### src/rtl/uart_rx_sequencer.sv
// ============================================================================
// Module   : uart_rx_sequencer
// Brief    : UART receive oversampling control FSM. Qualifies the start bit,
//            strobes the Rx datapath at bit centres and presents frame status.
//            Optional parity stage: define UART_RX_PARITY_EN.
// Revision : 1.0 - initial release
// ============================================================================
`timescale 1ns/1ps
`default_nettype none

module uart_rx_sequencer #(
  parameter int OVERSAMPLE = 16,
  parameter int DATA_BITS  = 8
) (
  input  logic clock_i,
  input  logic reset_i,
  input  logic baud_tick_i,
  input  logic rxd_sync_i,
  input  logic parity_error_i,
  input  logic rx_ack_i,
  output logic rx_shift_o,
  output logic parity_load_o,
  output logic check_stop_o,
  output logic rx_valid_o,
  output logic rx_perr_o,
  output logic rx_ferr_o,
  output logic rx_overrun_o,
  output logic busy_o
);

  localparam int C_OS_W = $clog2(OVERSAMPLE);
  localparam int C_BC_W = $clog2(DATA_BITS + 1);
  localparam logic [C_OS_W-1:0] C_OS_MID  = C_OS_W'(OVERSAMPLE / 2 - 1);
  localparam logic [C_OS_W-1:0] C_OS_LAST = C_OS_W'(OVERSAMPLE - 1);
  localparam logic [C_OS_W-1:0] C_OS_ONE  = C_OS_W'(1);
  localparam logic [C_BC_W-1:0] C_BC_LAST = C_BC_W'(DATA_BITS - 1);
  localparam logic [C_BC_W-1:0] C_BC_ONE  = C_BC_W'(1);

  localparam logic [2:0] C_IDLE      = 3'd0;
  localparam logic [2:0] C_START     = 3'd1;
  localparam logic [2:0] C_DATA      = 3'd2;
`ifdef UART_RX_PARITY_EN
  localparam logic [2:0] C_PARITY    = 3'd3;
  localparam logic [2:0] C_PERR_WAIT = 3'd4;
`endif
  localparam logic [2:0] C_STOP      = 3'd5;
  localparam logic [2:0] C_DONE      = 3'd6;

  logic [2:0]        state_q, state_d;
  logic              armed_q, armed_d;
  logic [C_OS_W-1:0] os_cnt_q, os_cnt_d;
  logic [C_BC_W-1:0] bit_cnt_q, bit_cnt_d;
  logic              ferr_q, ferr_d;
  logic              rx_valid_q, rx_valid_d;
  logic              rx_ferr_q, rx_ferr_d;
  logic              rx_overrun_q, rx_overrun_d;
`ifdef UART_RX_PARITY_EN
  logic              perr_q, perr_d;
  logic              rx_perr_q, rx_perr_d;
`endif

  logic w_bit_end;
  assign w_bit_end = baud_tick_i && (os_cnt_q == C_OS_LAST);

  always_ff @(posedge clock_i or posedge reset_i) begin
    if (reset_i) begin
      state_q      <= C_IDLE;
      armed_q      <= 1'b0;
      os_cnt_q     <= '0;
      bit_cnt_q    <= '0;
      ferr_q       <= 1'b0;
      rx_valid_q   <= 1'b0;
      rx_ferr_q    <= 1'b0;
      rx_overrun_q <= 1'b0;
`ifdef UART_RX_PARITY_EN
      perr_q       <= 1'b0;
      rx_perr_q    <= 1'b0;
`endif
    end else begin
      state_q      <= state_d;
      armed_q      <= armed_d;
      os_cnt_q     <= os_cnt_d;
      bit_cnt_q    <= bit_cnt_d;
      ferr_q       <= ferr_d;
      rx_valid_q   <= rx_valid_d;
      rx_ferr_q    <= rx_ferr_d;
      rx_overrun_q <= rx_overrun_d;
`ifdef UART_RX_PARITY_EN
      perr_q       <= perr_d;
      rx_perr_q    <= rx_perr_d;
`endif
    end
  end

  always_comb begin
    state_d      = state_q;
    armed_d      = armed_q;
    os_cnt_d     = os_cnt_q;
    bit_cnt_d    = bit_cnt_q;
    ferr_d       = ferr_q;
    rx_valid_d   = rx_valid_q;
    rx_ferr_d    = rx_ferr_q;
    rx_overrun_d = rx_overrun_q;
`ifdef UART_RX_PARITY_EN
    perr_d       = perr_q;
    rx_perr_d    = rx_perr_q;
`endif
    if (baud_tick_i) os_cnt_d = os_cnt_q + C_OS_ONE;
    if (rx_ack_i && rx_valid_q) begin
      rx_valid_d   = 1'b0;
      rx_ferr_d    = 1'b0;
      rx_overrun_d = 1'b0;
`ifdef UART_RX_PARITY_EN
      rx_perr_d    = 1'b0;
`endif
    end
    case (state_q)
      C_IDLE: begin
        os_cnt_d  = '0;
        bit_cnt_d = '0;
        if (rxd_sync_i) armed_d = 1'b1;
        if (armed_q && baud_tick_i && !rxd_sync_i) state_d = C_START;
      end
      C_START: begin
        if (baud_tick_i && (os_cnt_q == C_OS_MID)) begin
          os_cnt_d  = '0;
          bit_cnt_d = '0;
          state_d   = rxd_sync_i ? C_IDLE : C_DATA;
        end
      end
      C_DATA: begin
        if (w_bit_end) begin
          os_cnt_d  = '0;
          bit_cnt_d = bit_cnt_q + C_BC_ONE;
          if (bit_cnt_q == C_BC_LAST) begin
            bit_cnt_d = '0;
`ifdef UART_RX_PARITY_EN
            state_d   = C_PARITY;
`else
            state_d   = C_STOP;
`endif
          end
        end
      end
`ifdef UART_RX_PARITY_EN
      C_PARITY: begin
        if (w_bit_end) begin
          os_cnt_d = '0;
          state_d  = C_PERR_WAIT;
        end
      end
      // The wait clock belongs to the stop-bit period, so os_cnt carries into STOP.
      C_PERR_WAIT: begin
        perr_d  = parity_error_i;
        state_d = C_STOP;
      end
`endif
      C_STOP: begin
        if (w_bit_end) begin
          os_cnt_d = '0;
          ferr_d   = ~rxd_sync_i;
          state_d  = C_DONE;
        end
      end
      C_DONE: begin
        state_d    = C_IDLE;
        armed_d    = 1'b0;
        os_cnt_d   = '0;
        rx_valid_d = 1'b1;
        rx_ferr_d  = ferr_q;
`ifdef UART_RX_PARITY_EN
        rx_perr_d  = perr_q;
`endif
        if (rx_valid_q && !rx_ack_i) rx_overrun_d = 1'b1;
      end
      default: state_d = C_IDLE;
    endcase
  end

  always_comb begin
    rx_shift_o    = 1'b0;
    parity_load_o = 1'b0;
    check_stop_o  = 1'b0;
    busy_o        = (state_q != C_IDLE);
    case (state_q)
      C_DATA:   rx_shift_o    = w_bit_end;
`ifdef UART_RX_PARITY_EN
      C_PARITY: parity_load_o = w_bit_end;
`endif
      C_STOP:   check_stop_o  = w_bit_end;
      default:  ;
    endcase
  end

  assign rx_valid_o   = rx_valid_q;
  assign rx_ferr_o    = rx_ferr_q;
  assign rx_overrun_o = rx_overrun_q;
`ifdef UART_RX_PARITY_EN
  assign rx_perr_o    = rx_perr_q;
`else
  logic w_unused_parity;
  assign w_unused_parity = parity_error_i;
  assign rx_perr_o       = 1'b0;
`endif

endmodule

`default_nettype wire

### config.mk
export PLATFORM = sky130hd
export DESIGN_NAME = uart_rx_sequencer
export DESIGN_NICKNAME = d
export VERILOG_FILES = /design/src/rtl/uart_rx_sequencer.sv
export SDC_FILE = /design/constraint.sdc
export NUM_CORES = 1
export LEC_CHECK = 0
export CAP_MARGIN = 20
export CELL_PAD_IN_SITES_DETAIL_PLACEMENT = 1
export CELL_PAD_IN_SITES_GLOBAL_PLACEMENT = 1
export CORE_ASPECT_RATIO = 1.2
export CORE_MARGIN = 8
export CORE_UTILIZATION = 35
export CTS_CLUSTER_DIAMETER = 100
export DETAILED_ROUTE_END_ITERATION = 8
export PLACE_DENSITY_LB_ADDON = 0.1
export SYNTH_ARGS = -nofsm -noshare
export SYNTH_HDL_FRONTEND = slang
export SYNTH_SLANG_ARGS = --single-unit
### constraint.sdc
create_clock -name clock_i -period 1.2 [get_ports clock_i]
set_clock_uncertainty 0.05 [all_clocks]
set_input_delay 0.24 -clock clock_i [delete_from_list [all_inputs] [get_ports clock_i]]
set_output_delay 0.24 -clock clock_i [all_outputs]
set_load 0.01 [all_outputs]
# == Word level (Yosys, flattened, before mapping) ==
# Index checks and enable logic that the tools add are counted.
# op_classes
n_eq_ne,13
addsub,2
n_mux,25
bitwise_logic,1
n_reduce_logical,19
# op_table
cell,count
2-to-1 mux 4 bit,6
case mux 4 bit (3 select lines),2
2-to-1 mux 3 bit,5
inequality test 2 bit (second input constant),6
case mux 3 bit (4 select lines),1
2-to-1 mux 1 bit,9
adder 4 x 1 -> 4 bit (second input constant),2
equality test 4 x 3 -> 1 bit (second input constant),2
equality test 3 bit (second input constant),2
logical AND 1 bit,6
nonzero test 3 bit,2
AND reduction 5 bit,1
equality test 4 bit (second input constant),1
AND reduction 2 bit,2
nonzero test 2 bit,2
OR reduction 2 bit,2
equality test 3 x 1 -> 1 bit (second input constant),1
equality test 3 x 2 -> 1 bit (second input constant),1
logical NOT 3 bit,1
AND reduction 3 bit,1
logical NOT 1 bit,2
2-to-1 mux 2 bit,1
case mux 1 bit (2 select lines),1
NOT 1 bit,1
# totals
register_bits,16
output_inout_bits,8
inputBits,6

# == Longest topological paths before layout ==
# Gate-level depths: netlist of the first run.
# logic_depth
word_depth,4
depth_mapped,5
ltp_nobuf,5

# == Least setup slack after synthesis of the first run ==
# No wires, ideal clock.
# synth_timing
kind,register to register
from,register os_cnt_q[0]
to,register bit_cnt_q[3]
slack_ns,-0.166
path_stages_with_launch,6
n_path_buf,0
required_ns,1.063
arrival_time_ns,1.230
synth_period_minus_slack_ns,1.366
path_cell_list,dfrtp_1 ha_1 nand4_4 nand2_1 a22o_1 o211ai_1
# synth_via
elab_chain_len,4
word_cells_on_any_way,7
cone_classes,4 x eq/ne; 3 x reduce/logical
# synth_rtl
item,line,source
from (decl),51,"logic [C_OS_W-1:0] os_cnt_q, os_cnt_d;"
from (signal assigned),82,os_cnt_q <= os_cnt_d;
equality test 4 x 3 -> 1 bit / equality test 4 bit (equally long branches),"125, 63",
logical AND 1 bit (on tied branches),"125, 63",
inequality test 2 bit (no line),--,
AND reduction 3 bit (no line) *,--,
to (signal assigned),83,bit_cnt_q <= bit_cnt_d;
to (decl),52,"logic [C_BC_W-1:0] bit_cnt_q, bit_cnt_d;"
# Every way passes the cells marked *; elsewhere a longest branch is shown, timed or not.
# A chain may end at the register's enable or synchronous reset.

# == Worst setup path in the final report of the first run ==
# layout_timing
from,register state_q[2]
to,output rx_shift_o
# layout_via
elab_chain_len,2
# layout_rtl
item,line,source
from (decl),49,"logic [2:0] state_q, state_d;"
from (signal assigned),80,state_q <= state_d;
equality test 3 x 2 -> 1 bit,185,case (state_q)
2-to-1 mux 1 bit,185,
to (decl),21,"output logic rx_shift_o,"
# Every way passes these cells.

==> results of run 1 <==
## state kept, by name, indices dropped and copies added (netlist names), named ones only
signal / cells
os_cnt_q: 4
rx_valid_o: 1
ferr_q: 1
armed_q: 1
state_q: 3
bit_cnt_q: 4
rx_ferr_o: 1
## logic make-up after synthesis
logic type / after synthesis / synth area share
xor+xnor: 4 / 0.0396
mux: 1 / 0.0113
fa+ha+maj: 2 / 0.0283
simple gates: 37 / 0.238
flops: 16 / 0.453
compound gates: 21 / 0.150
buf+inv: 14 / 0.0764
other cells: 1 / 0.00424
## layout by cell type, fill, tap and decap left out, types with 3 or more instances in the layout
master and n:
buf_4 27, dfrtp_1 16, buf_6 13, inv_1 7
nor2_1 5, nand2_1 5, nor2_4 4, o21ai_2 4
clkdlybuf4s50_1 4, buf_2 4, xor2_1 3, a21oi_1 3
nor2_2 3, nand4_1 3, clkbuf_4 3
## power breakdown
part / internal, mW / total [mW] / switching [mW]
logic: 0.569 / 1.08 / 0.509
clock network: 0.185 / 0.392 / 0.207
registers: 0.617 / 0.687 / 0.0701
total: 1.37 / 2.16 / 0.786
## per-layer routing
| metal | vias up | GRT usage | part of all wire |
|---|---|---|---|
| met4 | 0 | 0.0635 | 0.014 |
| met5 | - | 0 | 0 |
| met3 | 4 | 0.0218 | 0.021 |
| met2 | 11 | 0.278 | 0.60 |
| met1 | 452 | 0.153 | 0.36 |
| li1 | 418 | - | - |
## worst min-delay path: stages
cell	delay (ns)
clkdlybuf4s50_1	0.41
inv_1	0.05
buf_4	0.24
## layout make-up
| class | instances | share of cell area |
|---|---|---|
| clock buffers | 4 | 0.0246 |
| inverters | 8 | 0.0220 |
| multi-input cells | 67 | 0.378 |
| flip-flops and latches | 16 | 0.271 |
| well taps | 33 | 0.0279 |
| repair buffers | 48 | 0.277 |
## stage by stage
step                      cell area [µm²]  hold WS [ns]  utilization  cells  setup TNS (ns)
final                                1480         0.208        0.596    176           -4.77
after global routing                 1480         0.232        0.596    176           -5.75
after CTS                            1420         0.225        0.572    172           -4.28
after detailed placement             1190         0.433        0.482    158           -7.56
after global placement               1190         0.428        0.482    158           -7.02
after floorplan                       911         0.104            -     97          -0.345
## timing repair
item                                    4_1_cts  5_1_grt
endpoints found under the setup margin       20       19
cloned                                        1        0
pin swaps                                    17       11
setup buffers                                 9        7
resized for setup                            61       12
hold endpoints to repair                      0        0
## path summary, 6_finish.rpt
| kind | end | slack [ns] | depth (start not counted) |
|---|---|---|---|
| worst max-delay path | rx_shift_o | -0.45 | 3 |
| worst min-delay path | os_cnt_q[1]$_DFF_PP0_ | 0.21 | 3 |
| worst max register to register | bit_cnt_q[2]$_DFFE_PP0P_ | -0.34 | 5 |
| worst min register to register | flop | 0.46 | 1 |
| max in group asynchronous | rx_ferr_o$_DFFE_PP0P_ | 0.70 | 3 |
| min in group clock_i | flop | 0.46 | 1 |
==> metrics, run 1 <==
status=finished with violations; violated checks=setup timing; Setup crit end kind=primary output; Max FO, Critical Path=2; Synth area leaders=dfrtp_1 (45%), nor2_1 (4.7%), o21ai_0 (4.0%); Ports=14; clk sink count=16; ys flop type=dfrtp_1; # nets final=approximately 150; vias in the first global route=between 1k and 1.5k; worst-skew pair later-pin latency=about 0.30 ns; die height=a little over 70 µm; WL final=3060 µm; antenna cells=0; sequential cell area fraction in the yosys report=0.453; final hold vios=0; Routed WL per cell=~17 µm; Post-route DRC=0; sum of buffers and inverters on the critical path=1; clock tree buffer depth=2; footprint of the multi-input gates=558 µm²; post-cts hold buffer count=0; critical setup path kind=reg -> out; Root Driver=clkbuf_4; Area Overhead vs Synth=67.0%; H-tree depth=1; Fillers=270; Remaining Overflow, GRT=0; die area=4400 µm²; number of enable flip-flop cells after synthesis=0; Slew Limit Fails=0; post-route ant nets=0; Critical path origin=state_q[2]$_DFFE_PP0P_; Yosys top cell area share=0.453; RSZ-0062 raised after global routing=true; via count=885; initial antenna violation count=0; Peak VDD IR=1.01 mV; syn avg cell area=9.21 µm²; slowest stage delay, CP=between 0.4 and 0.5 ns; Post-synth ARST share=1.00; 1st-iter DRT viols=16; Final setup viols=19; P per Cell Area=1460 nW/µm²; crit-path cells=or3b_4 > nor2_4 > buf_6; ratio of cells with drive above 1 in the final layout=0.538; CP Launch Type=flop; die width=61.9 µm; Ys Warns=0; CTS clk-pin slew, worst paths=0.11 ns; Reg area=400 µm²; total CTS buffers=3; Synth Cell Area=885 µm²; Worst path slowest cell=or3b_4; gp weighted congestion=approximately 0.76; most common cell in the synthesized netlist=dfrtp_1; Mapped Cells=96; Critical Path RT=between 0.9 and 1 ns; worst hold-check path type=in -> async; leakage power=0.677 nW; Core Region=2480 µm²; post-synth cell types=30; Post-DP HPWL=1940 µm; flop and latch count out of synthesis=16; drt via density=5.03; first-pass GRT wire length=4910 µm; final setup margin=-0.448 ns; Reg-to-Reg Start=state_q[2]$_DFFE_PP0P_; # rows=20; Initial Util=0.357; Tmin final=1.65 ns; critical path arrival=1.36 ns; Synth top cells by count=dfrtp_1 (16), nor2_1 (11), inv_1 (8); cell taking the most area after synthesis=dfrtp_1; largest net degree at the start of global routing=17; Placement Setup Slack=-0.672 ns; CTS tree=built; DRT Pass-1 Iters=4; CP delay by family, top=simple AND/OR/NAND/NOR gates; GRT Overall Usage=0.150; Max Clock Freq=slightly above 0.6 GHz; fin crit share=1.37; I/O Buffers=10; Total Power=around 2.2 mW; maxcap violations=0
Note: power is estimated with default switching activity, not from simulation.
==> run 2, diff against run 1 <==
RECOVER_POWER = 25   (was not set)
SKIP_CTS_REPAIR_TIMING = 1   (was not set)
==> metrics, run 2 (synthesis gave the netlist of run 1 again) <==
clock tree buffer depth=2 (unchanged); final setup margin=-0.455 ns (was -0.448 ns); fin crit share=1.38 (was 1.37); critical path arrival=1.37 ns (was 1.36 ns); # rows=20 (unchanged); Tmin final=1.66 ns (was 1.65 ns); Max FO, Critical Path=2 (unchanged); vias in the first global route=956 (was 1033); RSZ-0062 raised after global routing=true (unchanged); leakage power=0.622 nW (was 0.677 nW); GRT Overall Usage=0.134 (was 0.150); worst flop-to-flop path endpoint=bit_cnt_q[2]$_DFFE_PP0P_ (unchanged); total CTS buffers=3 (unchanged); maxcap violations=0 (unchanged); largest net degree at the start of global routing=17 (unchanged); initial antenna violation count=0 (unchanged); Initial Util=0.357 (unchanged); Peak VDD IR=1.06 mV (was 1.01 mV); Final setup viols=19 (unchanged); Core Region=2480 µm² (unchanged); Ports=14 (unchanged); final hold vios=0 (unchanged); Post-DP HPWL=1940 µm (unchanged); via count=855 (was 885); clk sink count=16 (unchanged); I/O Buffers=10 (unchanged); Remaining Overflow, GRT=0 (unchanged); Root Driver=clkbuf_4 (unchanged); first-pass GRT wire length=4430 µm (was 4910 µm); Setup crit end kind=primary output (unchanged); ratio of cells with drive above 1 in the final layout=0.493 (was 0.538); status=finished with violations (unchanged); commonest non-fill, non-tap cell in the layout=buf_4 (unchanged); Routed WL per cell=17.2 µm (was 17.4 µm); Total Power=2.01 mW (was 2.16 mW); critical setup path kind=reg -> out (unchanged); CP Launch Type=flop (unchanged); Cells after DPL=158 (unchanged); Critical path origin=state_q[0]$_DFFE_PP0P_ (was state_q[2]$_DFFE_PP0P_); Post-route DRC=0 (unchanged); fin cells=167 (was 176); reg-to-reg slack, setup=-0.36 ns (was -0.34 ns); utilization after layout=0.560 (was 0.596); worst hold-check path type=reg -> reg (was in -> async); Worst Setup EP=rx_shift_o (unchanged); Largest regs=bit_cnt_q: 4 flops, os_cnt_q: 4 flops, state_q: 3 flops (unchanged); CTS tree=built (unchanged); die area=4400 µm² (unchanged); # nets final=143 (was 152); worst-skew pair later-pin latency=0.30 ns (about the same); violated checks=setup timing (unchanged); Max Clock Freq=0.604 GHz (was 0.607 GHz); Critical Path RT=0.91 ns (about the same); WL final=2870 µm (was 3060 µm); antenna cells=0 (unchanged); commonest non-fill, non-tap cells in the layout=buf_4 (20), dfrtp_1 (16), buf_6 (9) (was buf_4 (27), dfrtp_1 (16), buf_6 (13)); Reg2Reg Depth=5 (unchanged); DRT Pass-1 Iters=4 (unchanged); die height=71.1 µm (unchanged); Reg-to-Reg Start=state_q[0]$_DFFE_PP0P_ (was state_q[2]$_DFFE_PP0P_); H-tree depth=1 (unchanged); footprint of the multi-input gates=556 µm² (was 558 µm²); Fillers=274 (was 270); CTS clk-pin slew, worst paths=0.10 ns (was 0.11 ns); Reg area=400 µm² (unchanged); 1st-iter DRT viols=28 (was 16); Area Overhead vs Synth=56.9% (was 67.0%); Slew Limit Fails=0 (unchanged); die width=61.9 µm (unchanged); drt via density=5.12 (was 5.03); P per Cell Area=1450 nW/µm² (was 1460 nW/µm²); gp weighted congestion=0.758 (unchanged); post-route ant nets=0 (unchanged)
run 2: cell count changes in the layout (fill, tap and decap cells not counted), moves of 2 or more:
| cell | previous run | this run |
|---|---|---|
| buf_2 | 4 | 2 |
| buf_4 | 27 | 20 |
| buf_6 | 13 | 9 |
| clkbuf_2 | 0 | 4 |
| nand2_2 | 2 | 0 |
| nor2_2 | 3 | 5 |
run 2: final cells by class:
type | count | area share
clock buffers | 4 | 0.0261
well taps | 33 | 0.0298
multi-input cells | 67 | 0.400
flip-flops and latches | 16 | 0.289
inverters | 8 | 0.0234
repair buffers | 39 | 0.232
run 2: layer usage:
| layer | global-route usage | wire, µm | up-vias |
|---|---|---|---|
| met5 | 0 | 0 | - |
| met4 | 0.0711 | 62 | 0 |
| met3 | 0.0218 | 72 | 6 |
| met2 | 0.242 | 1680 | 14 |
| met1 | 0.137 | 1050 | 430 |
| li1 | - | - | 405 |
run 2: per-stage QoR:
| stage | TNS (ns) | cell area, µm² | hold WS [ns] | setup slack [ns] |
|---|---|---|---|---|
| 2_1_floorplan | -0.345 | 911 | 0.104 | -0.0800 |
| 3_3_place_gp | -7.02 | 1190 | 0.428 | -0.660 |
| 3_5_place_dp | -7.56 | 1190 | 0.433 | -0.672 |
| 4_1_cts | -6.34 | 1230 | 0.225 | -0.862 |
| 5_1_grt | -5.44 | 1390 | 0.454 | -0.510 |
| 6_report | -4.40 | 1390 | 0.451 | -0.455 |
run 2: worst min-delay path by stage:
stage | start | to | slack [ns] | depth (start not counted)
2_1_floorplan | reset_i | asynchronous set/reset pin | 0.10 | 1
3_3_place_gp | armed_q$_DFFE_PP0P_ | armed_q$_DFFE_PP0P_ | 0.43 | 1
5_1_grt | rx_ack_i | rx_valid_o$_DFFE_PP0P_ | 0.45 | 2
4_1_cts | reset_i | os_cnt_q[3]$_DFF_PP0_ | 0.22 | 3
6_report | armed_q$_DFFE_PP0P_ | armed_q$_DFFE_PP0P_ | 0.45 | 1
3_5_place_dp | armed_q$_DFFE_PP0P_ | armed_q$_DFFE_PP0P_ | 0.43 | 1
run 2: power breakdown:
group / total (mW) / switching, mW / internal [mW] / leakage, nW
clock: 0.387 / 0.201 / 0.185 / 0.0210
sequential: 0.690 / 0.0731 / 0.617 / 0.209
combinational: 0.937 / 0.459 / 0.478 / 0.392
run 2: worst max-delay path, stage by stage (launching register included):
cell and delay, ns:
dfrtp_1 0.42, or3b_4 0.43, nor2_4 0.11, buf_6 0.11
==> run 3, diff against run 2 <==
CTS_CLUSTER_SIZE = 14   (was not set)
==> results of run 3 <==
The final DEF is identical to that of run 2; final timing and power are the same.
